`config.mk`:
```
export PLATFORM = sky130hd
export DESIGN_NAME = uart_cmd_assembler_flat
export DESIGN_NICKNAME = d
export VERILOG_FILES = /design/src/rtl/uart_cmd_if.sv /design/src/rtl/uart_cmd_assembler.sv /design/src/flat_wrapper.sv
export SDC_FILE = /design/constraint.sdc
export NUM_CORES = 1
export LEC_CHECK = 0
export BUFFER_PORTS_ARGS = -buffer_cell sky130_fd_sc_hd__buf_4
export CORE_UTILIZATION = 43
export DETAILED_ROUTE_END_ITERATION = 8
export PLACE_DENSITY = 0.65
export RECOVER_POWER = 100
export SLEW_MARGIN = 10
export SYNTH_ARGS = -nofsm -noshare
export SYNTH_HDL_FRONTEND = slang
export SYNTH_SLANG_ARGS = --single-unit
```
`constraint.sdc`:
```
create_clock -name clk -period 3.5 [get_ports clk]
set_clock_uncertainty 0.1 [all_clocks]
set_input_delay 0.175 -clock clk [delete_from_list [all_inputs] [get_ports clk]]
set_output_delay 0.175 -clock clk [all_outputs]
set_load 0.02 [all_outputs]
```
`src/rtl/uart_cmd_if.sv`:
```
// Byte-in / command-out bundle between the UART receiver,
// the command assembler and the command processor.
interface uart_cmd_if;
  logic [7:0]  rx_data;
  logic        rx_rdy;
  logic        clr_rx_rdy;
  logic [15:0] cmd;
  logic        cmd_rdy;
  logic        clr_cmd_rdy;
  logic        timeout;

  modport master (
    output rx_data,
    output rx_rdy,
    output clr_cmd_rdy,
    input  clr_rx_rdy,
    input  cmd,
    input  cmd_rdy,
    input  timeout
  );

  modport slave (
    input  rx_data,
    input  rx_rdy,
    input  clr_cmd_rdy,
    output clr_rx_rdy,
    output cmd,
    output cmd_rdy,
    output timeout
  );
endinterface

```
`src/rtl/uart_cmd_assembler.sv`:
```
// Pairs two UART bytes (high first) into a 16-bit command,
// discarding a lone high byte when the low byte is late.
module uart_cmd_assembler #(
  parameter int unsigned TIMEOUT_CYC = 26040
) (
  input  logic     clk,
  input  logic     rst_n,
  uart_cmd_if.slave bus
);

  localparam int unsigned CW =
    (TIMEOUT_CYC > 1) ? $clog2(TIMEOUT_CYC) : 1;
  localparam logic [CW-1:0] CNT_LAST =
    CW'(TIMEOUT_CYC - 1);

  typedef enum logic {
    IDLE,
    HIGH
  } state_t;

  state_t        state;
  state_t        state_nxt;
  logic [7:0]    hi_byte;
  logic [CW-1:0] cnt;
  logic [15:0]   cmd_q;
  logic          cmd_rdy_q;
  logic          hi_acc;
  logic          lo_acc;
  logic          to_hit;

  always_ff @(posedge clk) begin
    if (!rst_n) begin
      state <= IDLE;
    end else begin
      state <= state_nxt;
    end
  end

  always_comb begin
    state_nxt = state;
    unique case (state)
      IDLE: begin
        if (bus.rx_rdy) begin
          state_nxt = HIGH;
        end
      end
      HIGH: begin
        if (bus.rx_rdy || cnt == CNT_LAST) begin
          state_nxt = IDLE;
        end
      end
      default: state_nxt = IDLE;
    endcase
  end

  // A byte arriving in the terminal cycle beats the timeout.
  always_comb begin
    hi_acc = 1'b0;
    lo_acc = 1'b0;
    to_hit = 1'b0;
    unique case (state)
      IDLE: hi_acc = bus.rx_rdy;
      HIGH: begin
        lo_acc = bus.rx_rdy;
        to_hit = !bus.rx_rdy && cnt == CNT_LAST;
      end
      default: ;
    endcase
    if (!rst_n) begin
      hi_acc = 1'b0;
      lo_acc = 1'b0;
      to_hit = 1'b0;
    end
  end

  always_ff @(posedge clk) begin
    if (!rst_n) begin
      hi_byte   <= 8'h00;
      cmd_q     <= 16'h0000;
      cmd_rdy_q <= 1'b0;
      cnt       <= '0;
    end else begin
      if (hi_acc) begin
        hi_byte <= bus.rx_data;
      end else if (to_hit) begin
        hi_byte <= 8'h00;
      end
      if (lo_acc) begin
        cmd_q <= {hi_byte, bus.rx_data};
      end
      if (lo_acc) begin
        cmd_rdy_q <= 1'b1;
      end else if (bus.clr_cmd_rdy || hi_acc) begin
        cmd_rdy_q <= 1'b0;
      end
      if (state == HIGH && state_nxt == HIGH) begin
        cnt <= (cnt == CNT_LAST) ? cnt : cnt + CW'(1);
      end else begin
        cnt <= '0;
      end
    end
  end

  assign bus.clr_rx_rdy = hi_acc | lo_acc;
  assign bus.timeout    = to_hit;
  assign bus.cmd        = cmd_q;
  assign bus.cmd_rdy    = cmd_rdy_q;

endmodule

```
`src/flat_wrapper.sv`:
```
// flat-port wrapper written by rule: the top's interface ports become plain ports
module uart_cmd_assembler_flat 
#(
  parameter int unsigned TIMEOUT_CYC = 26040
)
  (clk, rst_n, bus_rx_data, bus_rx_rdy, bus_clr_cmd_rdy, bus_clr_rx_rdy, bus_cmd, bus_cmd_rdy, bus_timeout);
  uart_cmd_if bus_i ();
  input  logic clk;
  input  logic rst_n;
  input wire logic [$bits(bus_i.rx_data)-1:0] bus_rx_data;
  input wire logic [$bits(bus_i.rx_rdy)-1:0] bus_rx_rdy;
  input wire logic [$bits(bus_i.clr_cmd_rdy)-1:0] bus_clr_cmd_rdy;
  output wire logic [$bits(bus_i.clr_rx_rdy)-1:0] bus_clr_rx_rdy;
  output wire logic [$bits(bus_i.cmd)-1:0] bus_cmd;
  output wire logic [$bits(bus_i.cmd_rdy)-1:0] bus_cmd_rdy;
  output wire logic [$bits(bus_i.timeout)-1:0] bus_timeout;
  assign bus_i.rx_data = bus_rx_data;
  assign bus_i.rx_rdy = bus_rx_rdy;
  assign bus_i.clr_cmd_rdy = bus_clr_cmd_rdy;
  assign bus_clr_rx_rdy = bus_i.clr_rx_rdy;
  assign bus_cmd = bus_i.cmd;
  assign bus_cmd_rdy = bus_i.cmd_rdy;
  assign bus_timeout = bus_i.timeout;
  uart_cmd_assembler #(.TIMEOUT_CYC(TIMEOUT_CYC)) u_core (.clk(clk), .rst_n(rst_n), .bus(bus_i));
endmodule
```
==> impl_metrics.env, run 1 <==
export IMPL_netlist_cell_type_count=30
export IMPL_cts_sinks=41
export IMPL_clk_pin_slew_ns=0.07
export IMPL_hold_slack_ns=-0.001986
export IMPL_cp_data_arrival_time_ns=1.89
export IMPL_crit_slowest_cell="or4_1"
export IMPL_clock_path_buffers=2
export IMPL_post_synth_cell_area_avg_sq_um=8.320
export IMPL_synth_edff_count=0
export IMPL_htree_num_levels=2
export IMPL_dp_hpwl_mm=2.374
export IMPL_areaGrowthSynthToFinish_pct=18.99
export IMPL_synthTopCellsByCount="nand2_1, dfxtp_1, o21ai_0"
export IMPL_violations="hold timing"
export IMPL_routed_via_density=4.890
export IMPL_antenna_cells=0
export IMPL_rows=21
export IMPL_power_density_nw_per_um2=454.8
export IMPL_outcome="finished, violations left"
export IMPL_rsz0062_at_grt="false"
export IMPL_end_kind="output port"
export IMPL_netlist_area_sq_um=1614
export IMPL_timing_final_ws_setup_ns=1.337
export IMPL_synthCells=194
export IMPL_via_count=1335
export IMPL_crit_start="u_core.cnt[0]"
export IMPL_die_w_um=63.27
export IMPL_r2r_start="u_core.cnt[0]"
export IMPL_crit_family="simple AND/OR/NAND/NOR gates"
export IMPL_start_kind="register"
export IMPL_relSlewSlack_pct=19.97
export IMPL_grt_busiest_layer="met2"
export IMPL_ys_seq_area_share_pct=50.85
export IMPL_drtIter0Drc=62
export IMPL_path_cells="ha_1, nand2_1, or4_1, nor2_1, clkbuf_1"
export IMPL_place_ws_ns=1.640
export IMPL_first_pass_iters=4
export IMPL_timing_final_crit_share_pct=61.80
export IMPL_wl_mm=3.330
export IMPL_final_nets=239
export IMPL_initial_core_util_pct=46.54
export IMPL_power_leakage_nw=0.6493
export IMPL_grt_start_max_net_pins=33
export IMPL_max_cap_violations=0
export IMPL_cts_root_buf="clkbuf_8"
export IMPL_antenna_left=0
export IMPL_cts_tree="yes"
export IMPL_wl_per_cell_um=12.20
export IMPL_min_period_ns=2.163
export IMPL_cp_slowest_stage_delay_ns=0.51
export IMPL_postLayoutCoreUtil_pct=55.38
export IMPL_globalplace_congestion=0.7904
export IMPL_synth_fp_nets=207
export IMPL_yosysTopAreaCell="dfxtp_1"
export IMPL_grtUsageMet1_pct=25.65
export IMPL_antenna_found_initial=0
export IMPL_fmax_mhz=462.4
export IMPL_grt_pass1_wl_mm=5.789
export IMPL_path_class="reg2out"
export IMPL_clk_latency_ns=0.28
export IMPL_setup_tns_ns=0
export IMPL_synth_top_area_share_pct=50.85
export IMPL_vdd_drop_max_v=0.0002663
export IMPL_finalHoldViolations=1
export IMPL_grt_overflow=0
export IMPL_yosys_register_bits=41
export IMPL_drive_gt1_share_pct=9.692
export IMPL_cts_resized=0
export IMPL_drc_errors=0
export IMPL_numCtsBuffers=5
export IMPL_synthTopCellsByArea="dfxtp_1, nand2_1, o21ai_0"
export IMPL_ys_warn_count=0
export IMPL_numPortBuffers=30
export IMPL_totalPowerFinal_mw=0.8736
export IMPL_synth_most_common_cell="nand2_1"
export IMPL_crit_fanout=5
export IMPL_met3_usage_pct=4.529
export IMPL_hp_class="in2reg"
export IMPL_use_met2_pct=27.69
export IMPL_die_h_um=63.27
export IMPL_slew_viol_final=0
export IMPL_setup_viol=0
export IMPL_synthFlopType="dfxtp_1"
export IMPL_worst_slew_pin_slew_ns=1.200
export IMPL_die_area_sq_um=4002
export IMPL_grtUsageTotal_pct=18.55
export IMPL_synthArstFlopShare_pct=0
export IMPL_required_ns=3.22
export IMPL_min_from="bus_rx_data[5]"
export IMPL_grt_pass1_vias=1249
export IMPL_worst_path_buf_inv=1
export IMPL_ioPinCount=31
export IMPL_fp_coreArea_sq_um=3468
-- final timing paths --
path	end	slack (ns)	cells after the start
setup / recovery	bus_timeout	1.34	5
hold / removal	u_core.bus.cmd[5]	-0.002	3
setup reg to reg	u_core.state	1.44	5
hold reg to reg	u_core.bus.cmd[11]	0.36	2
-- worst reg2reg max path, delay by kind of cell (launching register included) --
family	cells	cell delay (ns)
AOI/OAI and AO/OA	1	0.16
adders and majority gates	1	0.26
and+or+nand+nor	3	1.04
DFF	1	0.36
-- cell type report --
cell class	instances	area, sq um
inverters	3	11.26
flip-flops and latches	41	820.8
clock inverters	1	5.005
fillers	358	1548
repair buffers	34	193.9
multi-input cells	141	735.7
clock buffers	7	96.34
well taps	46	57.56
-- power by group --
| group | switching [mW] | total (mW) | internal [mW] | leakage (nW) |
|---|---|---|---|---|
| registers | 0.00749 | 0.487 | 0.480 | 0.333 |
| clock network | 0.152 | 0.331 | 0.178 | 0.0542 |
| logic | 0.0349 | 0.0557 | 0.0208 | 0.262 |
-- kinds of logic after synthesis --
group	share of synthesized area [%]
and+or+nand+nor	29.92
DFF	50.85
adders and majority gates	0.7751
AOI/OAI and AO/OA	8.914
buffers and inverters	3.023
xor gates and xnor gates	6.512
-- per-layer routing --
metal	wire (um)	vias to the layer above	share of wire, %
li1	-	710	-
met1	1702	594	51
met2	1462	27	44
met3	138	4	4.1
met4	27	0	0.81
met5	0	-	0
-- flip-flops by register name, summed over array words and instances, names as in the netlist --
signal,cells
u_core.bus.cmd,16
u_core.cnt,15
u_core.state,1
u_core.hi_byte,8
u_core.bus.cmd_rdy,1
-- cells in the final DEF, fill, tap and decap left out, drive strengths merged, types with 2 or more instances in the layout --
cell type    count
nand2           49
dfxtp           41
o21ai           26
clkbuf          26
nor2            19
nand3           12
buf             11
xnor2            8
xor2             4
dlygate4sd3      4
inv              3
nor3             3
nand4            3
nor2b            2
nand4bb          2
a21oi            2
or4              2
nor4             2
-- through the flow --
stage | instance area [sq um] | cells
after floorplan | 1614 | 194
after global placement | 1859 | 261
after detailed placement | 1859 | 261
after CTS | 2001 | 273
after global routing | 1921 | 273
final | 1921 | 273
-- repair_timing --
item,4_1_cts,5_1_grt
setup buffers,0,0
hold endpoints to repair,5,0
hold buffers,4,0
Power figures use the tool's default switching activity.
==> run 2, diff against run 1 <==
clock period = 2.04 ns   (was 3.5 ns; I/O delays follow)
==> impl_metrics.env, run 2 (synthesized netlist as in run 1, its figures left out) <==
export IMPL_die_w_um=63.27
export IMPL_die_area_sq_um=4002
export IMPL_max_cap_violations=0
export IMPL_antenna_found_initial=0
export IMPL_end_kind="output port"
export IMPL_numCtsBuffers=5
export IMPL_power_leakage_nw=0.6754
export IMPL_crit_family="simple AND/OR/NAND/NOR gates"
export IMPL_final_nets=246
export IMPL_first_pass_iters=4
export IMPL_highest_layer="met4"
export IMPL_globalplace_congestion=0.8397
export IMPL_start_kind="register"
export IMPL_rr_endpoint="u_core.cnt[14]"
export IMPL_cts_root_buf="clkbuf_8"
export IMPL_grtUsageTotal_pct=19.07
export IMPL_path_cells="nand4bb_4, or4_4, nor2_1, buf_4"
export IMPL_fmax_mhz=512.8
export IMPL_min_period_ns=1.950
export IMPL_met1Wirelength_mm=1.670
export IMPL_r2r_cells=5
export IMPL_grt_pass1_wl_mm=5.920
export IMPL_totalPowerFinal_mw=1.460
export IMPL_routed_via_density=4.943
export IMPL_drc_errors=0
export IMPL_power_density_nw_per_um2=724.5
export IMPL_cts_tree="yes"
export IMPL_grt_overflow=0
export IMPL_required_ns=1.84
export IMPL_layout_common_cells="nand2_1, dfxtp_1, o21ai_0"
export IMPL_cp_data_arrival_time_ns=1.75
export IMPL_die_h_um=63.27
export IMPL_vdd_drop_max_v=0.0004747
export IMPL_areaGrowthSynthToFinish_pct=24.81
export IMPL_antenna_left=0
export IMPL_fillerInstances=328
export IMPL_hp_class="in2reg"
export IMPL_antenna_cells=0
export IMPL_finalNonFillerCells=279
export IMPL_via_count=1379
export IMPL_wl_met2_mm=1.538
export IMPL_grt_start_max_net_pins=30
export IMPL_crit_fanout=4
export IMPL_outcome="finished clean"
export IMPL_rrSetupSlack_ns=0.22
export IMPL_timing_final_ws_setup_ns=0.08976
export IMPL_hold_slack_ns=0.02149
export IMPL_initial_core_util_pct=46.54
export IMPL_wl_per_cell_um=12.25
export IMPL_crit_slowest_cell="or4_4"
export IMPL_setup_tns_ns=0
export IMPL_rows=21
export IMPL_cp_slowest_stage_delay_ns=0.56
export IMPL_cts_sinks=41
export IMPL_htree_num_levels=2
export IMPL_crit_start="u_core.cnt[12]"
export IMPL_met3WireLength_um=156
export IMPL_largest_register_ffs=16
export IMPL_timing_final_crit_share_pct=95.60
export IMPL_setup_worst_path_end="bus_timeout"
export IMPL_r2r_start="u_core.cnt[0]"
export IMPL_worst_path_buf_inv=1
export IMPL_dp_cells=263
export IMPL_dp_hpwl_mm=2.303
export IMPL_place_ws_ns=0.1708
export IMPL_relSlewSlack_pct=19.94
export IMPL_final_common_cell="nand2_1"
export IMPL_ioPinCount=31
export IMPL_clock_path_buffers=2
export IMPL_worst_slew_pin_slew_ns=1.201
export IMPL_path_class="reg2out"
export IMPL_numPortBuffers=30
export IMPL_cp_depth=4
export IMPL_finalHoldViolations=0
export IMPL_rsz0062_at_grt="false"
export IMPL_clk_pin_slew_ns=0.07
export IMPL_drtIter0Drc=88
export IMPL_setup_viol=0
export IMPL_fp_coreArea_sq_um=3468
export IMPL_grt_pass1_vias=1328
export IMPL_clk_latency_ns=0.28
export IMPL_wl_mm=3.418
export IMPL_drive_gt1_share_pct=12.88
export IMPL_slew_viol_final=0
[run 2: per-layer routing]
metal	vias up	track usage, %
li1	718	-
met1	620	23.81
met2	37	29.97
met3	4	6.522
met4	0	7.670
met5	-	0
[run 2: repair_timing]
item | in CTS | in global routing
buffers inserted | 0 | 1
hold endpoints to repair | 16 | 0
endpoints found under the setup margin | 0 | 1
hold buffers | 8 | 0
resized for setup | 0 | 5
[run 2: area by class of cell]
class	count	area [sq um]	area share [%]
sequential	41	822.0	40.81
multi-input combinational	141	777.0	38.57
timing repair buffer	41	260.3	12.92
clock buffer	7	86.33	4.286
tap	46	57.56	2.857
inverter	3	11.26	0.5590
[run 2: worst min-delay path by stage]
stage                    from                 end  slack (ns)  cells past startpoint
2_1_floorplan  bus_rx_data[0]   u_core.bus.cmd[0]        0.11                      2
3_3_place_gp   bus_rx_data[5]   u_core.bus.cmd[5]        0.21                      3
3_5_place_dp   bus_rx_data[5]   u_core.bus.cmd[5]        0.22                      3
4_1_cts            bus_rx_rdy  u_core.bus.cmd_rdy        0.02                      3
5_1_grt            bus_rx_rdy  u_core.bus.cmd_rdy        0.04                      3
6_report           bus_rx_rdy  u_core.bus.cmd_rdy        0.02                      3
[run 2: where the power goes]
part	internal [mW]	total, mW	switching (mW)
combinational	0.0419	0.103	0.0609
sequential	0.823	0.837	0.0134
clock	0.268	0.520	0.252
total	1.13	1.46	0.326
[run 2: per-stage QoR]
stage | utilization, % | area, sq um
2_1_floorplan | - | 1614
3_3_place_gp | 54.04 | 1874
5_1_grt | 58.08 | 2014
6_report | 58.08 | 2014
4_1_cts | 58.84 | 2041
3_5_place_dp | 54.04 | 1874
[run 2: worst min-delay path, cell delays in order]
cell and delay (ns):
buf_4 0.11, a21oi_1 0.06, nor2b_1 0.10
